### src/rtl/m_uart_rx_pkg.sv
// rtl/m_uart_rx_pkg.sv - shared UART encodings: receiver states and bus bit positions
package m_uart_rx_pkg;

    typedef enum logic [1:0] {
        ST_IDLE  = 2'd0,
        ST_START = 2'd1,
        ST_DATA  = 2'd2,
        ST_STOP  = 2'd3
    } rx_state_e;

    // Status bits returned on DAT_O
    localparam int DO_VALID = 8;
    localparam int DO_FERR  = 9;
    localparam int DO_OVR   = 10;

    // Control bits taken from DAT_I on a write
    localparam int DI_CLRFERR = 9;
    localparam int DI_CLROVR  = 10;
    localparam int DI_FLUSH   = 11;

endpackage

### src/rtl/m_uart_rx_if.sv
// rtl/m_uart_rx_if.sv - Wishbone IO responder bundle for the UART receiver
interface m_uart_rx_if;
    logic        STB_I;
    logic        WE_I;
    logic [31:0] DAT_I;
    logic [31:0] DAT_O;
    logic        ACK_O;

    modport master (output STB_I, WE_I, DAT_I, input DAT_O, ACK_O);
    modport slave  (input STB_I, WE_I, DAT_I, output DAT_O, ACK_O);
endinterface

### src/rtl/m_uart_rxfifo.sv
// rtl/m_uart_rxfifo.sv - synchronous byte FIFO; a pop frees a slot for a same-cycle push when full
module m_uart_rxfifo #(
    parameter int AW = 2
) (
    input  logic          clk_i,
    input  logic          rstn_i,
    input  logic          push_i,
    input  logic          pop_i,
    input  logic          flush_i,
    input  logic [7:0]    data_i,
    output logic [7:0]    head_o,
    output logic [AW:0]   count_o,
    output logic          full_o,
    output logic          empty_o
);
    localparam int DEPTH = 1 << AW;
    localparam logic [AW:0] FULL_CNT = (AW+1)'(DEPTH);

    logic [7:0]    mem_q [DEPTH];
    logic [AW-1:0] wptr_q;
    logic [AW-1:0] rptr_q;
    logic [AW:0]   cnt_q;
    logic          pop_en;
    logic          push_en;

    assign empty_o = (cnt_q == '0);
    assign full_o  = (cnt_q == FULL_CNT);
    assign count_o = cnt_q;
    assign head_o  = mem_q[rptr_q];
    assign pop_en  = pop_i & ~empty_o;
    assign push_en = push_i & (~full_o | pop_en);

    always_ff @(posedge clk_i) begin
        if (!rstn_i || flush_i) begin
            wptr_q <= '0;
            rptr_q <= '0;
            cnt_q  <= '0;
        end else begin
            if (push_en) wptr_q <= wptr_q + 1'b1;
            if (pop_en)  rptr_q <= rptr_q + 1'b1;
            cnt_q <= cnt_q + {{AW{1'b0}}, push_en} - {{AW{1'b0}}, pop_en};
        end
    end

    // When full, wptr equals rptr: the popped head slot is the one overwritten
    always_ff @(posedge clk_i) begin
        if (push_en && !flush_i) mem_q[wptr_q] <= data_i;
    end

endmodule

### src/rtl/m_uart_rx.sv
// rtl/m_uart_rx.sv - 8N1 UART receiver with byte FIFO behind a zero-wait Wishbone responder
module m_uart_rx
    import m_uart_rx_pkg::*;
#(
    parameter int CLKDIV = 104,
    parameter int FIFOAW = 2
) (
    input  logic        CLK_I,
    input  logic        RST_I,
    input  logic        usartRX,
    m_uart_rx_if.slave  wb
);
    localparam logic [11:0] HALF_CNT = 12'(CLKDIV/2 - 1);
    localparam logic [11:0] BIT_CNT  = 12'(CLKDIV - 1);

    logic [1:0]  sync_q;
    logic [1:0]  vld_q;
    logic        rxs_d_q;
    logic        armed_q;
    rx_state_e   state_q;
    logic [11:0] cnt_q;
    logic [2:0]  bit_q;
    logic [7:0]  shreg_q;
    logic        ferr_q, ferr_d;
    logic        ovr_q, ovr_d;

    logic        rxs, start, push, rd, wr, pop, flush;
    logic [7:0]  head;
    logic        full, empty;
    logic [FIFOAW:0] fifo_count_unused;
    logic [31:0] dat_o;
    logic        unused_dat;

    assign rxs   = sync_q[1];
    // Only a high level seen on the real pin arms start detection, so a line
    // held low across reset release cannot fake a start edge.
    assign start = armed_q & rxs_d_q & ~rxs;
    assign push  = (state_q == ST_STOP) && (cnt_q == '0);
    assign rd    = wb.STB_I & ~wb.WE_I;
    assign wr    = wb.STB_I & wb.WE_I;
    assign pop   = rd & ~empty;
    assign flush = wr & wb.DAT_I[DI_FLUSH];

    assign ferr_d = (push & ~rxs) | (ferr_q & ~(wr & wb.DAT_I[DI_CLRFERR]));
    assign ovr_d  = (push & full & ~pop) | (ovr_q & ~(wr & wb.DAT_I[DI_CLROVR]));

    always_ff @(posedge CLK_I) begin
        if (!RST_I) begin
            sync_q  <= 2'b11;
            vld_q   <= 2'b00;
            rxs_d_q <= 1'b1;
            armed_q <= 1'b0;
            ferr_q  <= 1'b0;
            ovr_q   <= 1'b0;
        end else begin
            sync_q  <= {sync_q[0], usartRX};
            vld_q   <= {vld_q[0], 1'b1};
            rxs_d_q <= rxs;
            armed_q <= armed_q | (vld_q[1] & rxs);
            ferr_q  <= ferr_d;
            ovr_q   <= ovr_d;
        end
    end

    always_ff @(posedge CLK_I) begin
        if (!RST_I) begin
            state_q <= ST_IDLE;
            cnt_q   <= '0;
            bit_q   <= '0;
            shreg_q <= '0;
        end else begin
            case (state_q)
                ST_IDLE: if (start) begin
                    state_q <= ST_START;
                    cnt_q   <= HALF_CNT;
                end
                ST_START: if (cnt_q == '0) begin
                    state_q <= rxs ? ST_IDLE : ST_DATA;
                    cnt_q   <= BIT_CNT;
                    bit_q   <= '0;
                end else cnt_q <= cnt_q - 1'b1;
                ST_DATA: if (cnt_q == '0) begin
                    shreg_q <= {rxs, shreg_q[7:1]};
                    cnt_q   <= BIT_CNT;
                    bit_q   <= bit_q + 1'b1;
                    if (bit_q == 3'd7) state_q <= ST_STOP;
                end else cnt_q <= cnt_q - 1'b1;
                ST_STOP: if (cnt_q == '0) state_q <= ST_IDLE;
                         else cnt_q <= cnt_q - 1'b1;
                default: state_q <= ST_IDLE;
            endcase
        end
    end

    m_uart_rxfifo #(.AW(FIFOAW)) u_fifo (
        .clk_i   (CLK_I),
        .rstn_i  (RST_I),
        .push_i  (push),
        .pop_i   (pop),
        .flush_i (flush),
        .data_i  (shreg_q),
        .head_o  (head),
        .count_o (fifo_count_unused),
        .full_o  (full),
        .empty_o (empty)
    );

    always_comb begin
        dat_o = '0;
        if (RST_I && wb.STB_I) begin
            dat_o[7:0]     = empty ? 8'h00 : head;
            dat_o[DO_VALID] = ~empty;
            dat_o[DO_FERR]  = ferr_q;
            dat_o[DO_OVR]   = ovr_q;
        end
    end

    assign wb.DAT_O   = dat_o;
    assign wb.ACK_O   = wb.STB_I;
    assign unused_dat = ^{wb.DAT_I[31:12], wb.DAT_I[8:0]};

endmodule

### src/flat_wrapper.sv
// flat-port wrapper written by rule: the top's interface ports become plain ports
module m_uart_rx_flat import m_uart_rx_pkg::*;
#(
    parameter int CLKDIV = 104,
    parameter int FIFOAW = 2
)
  (CLK_I, RST_I, usartRX, wb_STB_I, wb_WE_I, wb_DAT_I, wb_DAT_O, wb_ACK_O);
  m_uart_rx_if wb_i ();
  input  logic CLK_I;
  input  logic RST_I;
  input  logic usartRX;
  input wire logic [$bits(wb_i.STB_I)-1:0] wb_STB_I;
  input wire logic [$bits(wb_i.WE_I)-1:0] wb_WE_I;
  input wire logic [$bits(wb_i.DAT_I)-1:0] wb_DAT_I;
  output wire logic [$bits(wb_i.DAT_O)-1:0] wb_DAT_O;
  output wire logic [$bits(wb_i.ACK_O)-1:0] wb_ACK_O;
  assign wb_i.STB_I = wb_STB_I;
  assign wb_i.WE_I = wb_WE_I;
  assign wb_i.DAT_I = wb_DAT_I;
  assign wb_DAT_O = wb_i.DAT_O;
  assign wb_ACK_O = wb_i.ACK_O;
  m_uart_rx #(.CLKDIV(CLKDIV), .FIFOAW(FIFOAW)) u_core (.CLK_I(CLK_I), .RST_I(RST_I), .usartRX(usartRX), .wb(wb_i));
endmodule
### config.mk
export PLATFORM = sky130hd
export DESIGN_NAME = m_uart_rx_flat
export DESIGN_NICKNAME = d
export VERILOG_FILES = /design/src/rtl/m_uart_rx_pkg.sv /design/src/rtl/m_uart_rx_if.sv /design/src/rtl/m_uart_rxfifo.sv /design/src/rtl/m_uart_rx.sv /design/src/flat_wrapper.sv
export SDC_FILE = /design/constraint.sdc
export NUM_CORES = 1
export LEC_CHECK = 0
export BUFFER_PORTS_ARGS = -buffer_cell sky130_fd_sc_hd__buf_2
export CORE_UTILIZATION = 30
export CTS_BUF_LIST = sky130_fd_sc_hd__clkbuf_4
export CTS_CLUSTER_DIAMETER = 30
export DETAILED_ROUTE_END_ITERATION = 6
export GPL_ROUTABILITY_DRIVEN = 0
export GPL_TIMING_DRIVEN = 0
export PLACE_DENSITY = 0.5
export SLEW_MARGIN = 30
export SYNTH_ARGS = -nofsm -noshare
export SYNTH_HDL_FRONTEND = slang
export SYNTH_SLANG_ARGS = --single-unit
### constraint.sdc
create_clock -name CLK_I -period 3.05 [get_ports CLK_I]
set_input_delay 0.7625 -clock CLK_I [delete_from_list [all_inputs] [get_ports CLK_I]]
set_output_delay 0.7625 -clock CLK_I [all_outputs]
set_load 0.005 [all_outputs]
* Yosys cells after proc, flatten, opt, wreduce, memory -nomap -nowiden *
Memories as Yosys holds them, arrays and structs flattened. A register that Yosys moved wholly into a read port is not among the register bits.
Index checks and enable logic that the tools add are counted.

operators by class
  $add $sub $neg = 6
  equality and inequality tests = 11
  multiplexer cells = 21
  bitwise logic cells = 27
  reduce and logical (&&, ||, !) cells = 15

operators with widths
  cell                                                                  number
  12-bit two-way mux                                                    3
  12-bit case mux with 3 select lines                                   1
  1-bit AND                                                             16
  2-bit two-way mux                                                     8
  12-bit zero test                                                      1
  12-bit by 1-bit subtractor with 12-bit output, second input constant  1
  11-bit two-way mux                                                    1
  8-bit two-way mux                                                     1
  2-bit by 1-bit != test with 1-bit output, second input constant       4
  2-bit case mux with 4 select lines                                    1
  1-bit NOT                                                             7
  3-bit equality test, second input constant                            2
  3-bit two-way mux                                                     2
  3-bit case mux with 2 select lines                                    1
  5-bit AND reduction                                                   1
  2-bit by 1-bit adder with 2-bit output, second input constant         2
  2-bit equality test, second input constant                            2
  2-bit != test, second input constant                                  2
  1-bit bitwise OR                                                      4
  2-bit AND reduction                                                   2
  3-bit by 1-bit adder with 3-bit output                                1
  3-bit by 1-bit adder with 3-bit output, second input constant         1
  1-bit logical AND                                                     3
  3-bit zero test                                                       1
  other kinds (9)                                                       12

word-level totals
  register bits after elaboration = 40
  bits in writable memories = 32
  input bits = 37
  output and inout port bits = 33
  logic and storage cells = 95
  memories = 1

memories
  memory               depth  bits a word  read ports  clocked after memory_dff  wr ports  RTL line             source
  u_core.u_fifo.mem_q  4      8            1           1                         1         m_uart_rxfifo.sv:19  logic [7:0] mem_q [DEPTH];

* Depth between registers and ports, before layout *
  word-level depth = 9
  depth in mapped cells = 15
  mapped depth without buffers = 13

* Hierarchy *
Synthesis repeated with hierarchy kept, for this count alone.

unflattened totals
  cell total of the unflattened synthesis = 315
  area total of the unflattened synthesis = 3524.6 um^2

by module, submodules not included
  module         instances  cells each  area an instance (um^2)  seq. area each (um^2)
  m_uart_rx      1          221         1886.8                   660.6
  m_uart_rxfifo  1          94          1637.8                   1141.1

* Worst setup path after synthesis *
Ideal clock, no wire load.

  path kind = flip-flop to flip-flop
  start point = reg u_core.cnt_q[0]
  end point = reg u_core.u_fifo.cnt_q[2] (netlist: u_core.u_fifo.count_o[2])
  library setup time = 120 ps
  arrival time = 2596 ps
  required time = 2930 ps
  path slack = 334 ps
  cell stages (with the launch flop) = 16
  path buffers = 2
  clock period less this slack = 2716 ps
  cell sequence = dfxtp_1 > inv_1 > ha_1 > nor3b_2 > and4_2 > buf_2 > buf_4 > nand3_1 > ha_1 > inv_1 > ha_1 > inv_1 > fa_1 > xor2_1 > xnor2_1 > nor2_1

on the way
  cells in the longest elaborated chain, start to end = 5

RTL lines
  item                                         RTL line             source
  from (decl)                                  m_uart_rx.sv:21      logic [11:0] cnt_q;
  from (signal assigned)                       m_uart_rx.sv:81      end else cnt_q <= cnt_q - 1'b1;
  from (signal assigned)                       m_uart_rx.sv:87      end else cnt_q <= cnt_q - 1'b1;
  from (signal assigned)                       m_uart_rx.sv:89      else cnt_q <= cnt_q - 1'b1;
  12-bit zero test                             m_uart_rx.sv:38      assign push = (state_q == ST_STOP) && (cnt_q == '0);
  1-bit logical AND                            m_uart_rx.sv:38
  1-bit AND                                    m_uart_rxfifo.sv:31  assign push_en = push_i & (~full_o | pop_en);
  3-bit by 1-bit adder with 3-bit output       m_uart_rxfifo.sv:41  cnt_q <= cnt_q + {{AW{1'b0}}, push_en} - {{AW{1'b0}}, pop_en};
  3-bit by 1-bit subtractor with 3-bit output  m_uart_rxfifo.sv:41
  to (signal assigned)                         m_uart_rxfifo.sv:41
  to (decl)                                    m_uart_rxfifo.sv:22  logic [AW:0] cnt_q;

Every way passes these cells.
A chain may end at the register's enable or synchronous reset.

* Final worst setup path *
Ends and elaborated chain as after synthesis.

==> run metrics <==
Syn Inst Count 328; DIE HEIGHT 112 um; Max Buffers Root-to-Sink 2; Arrival @ worst endpoint 3160 ps; total of max-cap violations 0; Async S/R FF share, synth 0; nets 433; first-pass GRT wire length 12.5 mm; Distinct cells, synth 60; top cell type's share of synthesized area 0.266; status completed; Worst R2R Path Depth 15; final hold slack 422 ps; final instance area 0.00413 mm^2; Cell Area, Synth 0.00361 mm^2; Hold Crit Depth 1; layout cells sized above 1 0.233; clk slew on worst S/H paths 120 ps; CTS H-tree lvls 3; Slew Limit Headroom 0.511; n_diodes 0; endpoints failing hold 0; Slew Viols, Final 0; vias in the first global route 2439; Clock Skews 17.5 ps; drt drc 0; most common cell after layout, fill and taps aside dfxtp_1; Die Wd 112 um; static leakage 1.60 nW; post-synthesis sequential area ratio 0.499; total wire length 7.61 mm; CP Max Fanout 10; Antenna Nets Post-Route 0; Skew-Pair Late Insertion Delay 430 ps; maximum number of pins on one net before global-route repair 14; cell taking the most area after synthesis edfxtp_1; final worst path period share 0.928; Final HPWL DP 5.48 mm; Cell Pwr Density 579 mW/mm^2; CP Capture Type flop; initial core utilization 0.312; Synth-to-Final Area Change 14.4%; drt initial violations 90; mean post-synth cell area 11.0 um^2; commonest cells after routing, fill and taps aside dfxtp_1, edfxtp_1, buf_4, buf_2, conb_1; Setup CP Type reg -> reg; Post-synth EDFFs 32; core area 0.0116 mm^2; main area contributors after synthesis edfxtp_1, dfxtp_1, buf_4; CTS tree built; worst slew pin tran 728 ps; worst min path class reg -> reg; #FFs+latches synth 74; initial antenna violation count 0; Clock Sinks 74; row count 39; Max IR drop VDD 0.324 mV; # port buffers 19; detailed-route via count 2542; # hold bufs at CTS 0; Die ar. 0.0125 mm^2; Main synth FF type dfxtp_1; setup violators final 0; DP Area 0.00396 mm^2; FMAX 353 MHz; drt first pass iters 4; routed len/inst 14.4 um; total gr overflow 0; Yosys warnings 0; minimum clock period 2830 ps; CTS buffer count 9; IO Count 70; total global-route track usage 0.131; CP Launch Type flop; CTS root buf clkbuf_4; Data required, critical path 3380 ps; Vias/cell 4.81
-- stage by stage --
| stage | setup WS (ps) | util | TNS (ps) | power (mW) | instances |
|---|---|---|---|---|---|
| floorplan | 334 | - | 0 | 1.57 | 348 |
| global placement | 43.3 | 0.343 | 0 | 1.74 | 510 |
| detailed placement | 47.8 | 0.343 | 0 | 1.74 | 510 |
| CTS | 23.2 | 0.355 | 0 | 2.36 | 526 |
| global route | -32.0 | 0.357 | -32.0 | 2.53 | 529 |
| finish | 219 | 0.357 | 0 | 2.39 | 529 |
-- final timing paths --
path	from	to	slack (ps)
max	u_core.cnt_q[0]	u_core.u_fifo.count_o[2]	220
min	u_core.sync_q[0]	u_core.sync_q[1]	420
max reg2reg	u_core.cnt_q[0]	u_core.u_fifo.count_o[2]	220
min reg2reg	u_core.sync_q[0]	u_core.sync_q[1]	420
-- final cells by class --
cell class                      instances  area, um^2
Inverter                               16        60.1
Buffer                                 38         254
Fill cell                            1180        7430
Clock inverter                          5        56.3
Multi-Input combinational cell        220        1580
Sequential cell                        74        1800
Clock buffer                           11        82.6
Timing Repair Buffer                   22         118
Tap cell                              143         179
-- cell usage after synthesis, drive strengths merged, types with 9 or more instances --
library cell / n
a21oi: 16
buf: 28
clkbuf: 10
dfxtp: 42
edfxtp: 32
ha: 14
inv: 16
nand2: 10
nand3: 18
nor2: 18
nor2b: 9
o21ai: 16
-- flip-flops by register name, summed over array words and instances, names as in the netlist, named ones only --
name,flops
u_core.armed_q,1
u_core.bit_q,3
u_core.cnt_q,12
u_core.ferr_q,1
u_core.ovr_q,1
u_core.rxs_d_q,1
u_core.shreg_q,8
u_core.state_q,1
u_core.sync_q,2
u_core.u_fifo.count_o,3
u_core.u_fifo.mem_q,32
u_core.u_fifo.rptr_q,2
u_core.u_fifo.wptr_q,2
u_core.vld_q,2
-- routing by layer --
metal  vias up  track usage  wire (um)
met4         0       0.0459        137
met5         -            0          0
met3        13       0.0397        316
li1       1271            -          -
met2        48        0.223       3720
met1      1210        0.156       3440
-- report_power, final --
part	internal, mW	switching (mW)	leakage, nW
combinational	0.271	0.410	0.887
sequential	1.05	0.0424	0.637
clock	0.267	0.348	0.0768
total	1.59	0.801	1.60
-- logic make-up after synthesis --
| logic type | count (synthesis) | share of synthesized area |
|---|---|---|
| flip-flops | 74 | 0.499 |
| multiplexers | 13 | 0.0641 |
| adder cells (fa/ha/maj) | 15 | 0.0540 |
| XOR/XNOR | 4 | 0.00970 |
| AND/OR/NAND/NOR | 107 | 0.177 |
| other | 1 | 0.00104 |
| buffers and inverters | 54 | 0.0859 |
| AO/OA/AOI/OAI | 60 | 0.109 |
-- what timing repair did --
| action | CTS | global route |
|---|---|---|
| buffers inserted | 0 | 3 |
| gates resized for setup | 0 | 2 |
| endpoints found under the setup margin | 0 | 1 |
-- worst max-delay path: stages (launching register included) --
cell and delay (ps):
dfxtp_1 370, inv_1 90, ha_1 160, nor3b_4 220
and4_2 230, buf_2 170, buf_6 160, nand3_1 90
ha_1 290, inv_1 60, ha_1 120, inv_1 40
fa_1 370, xor2_1 160, xnor2_1 150, nor2_1 50
(Power assumes the default switching activity.)
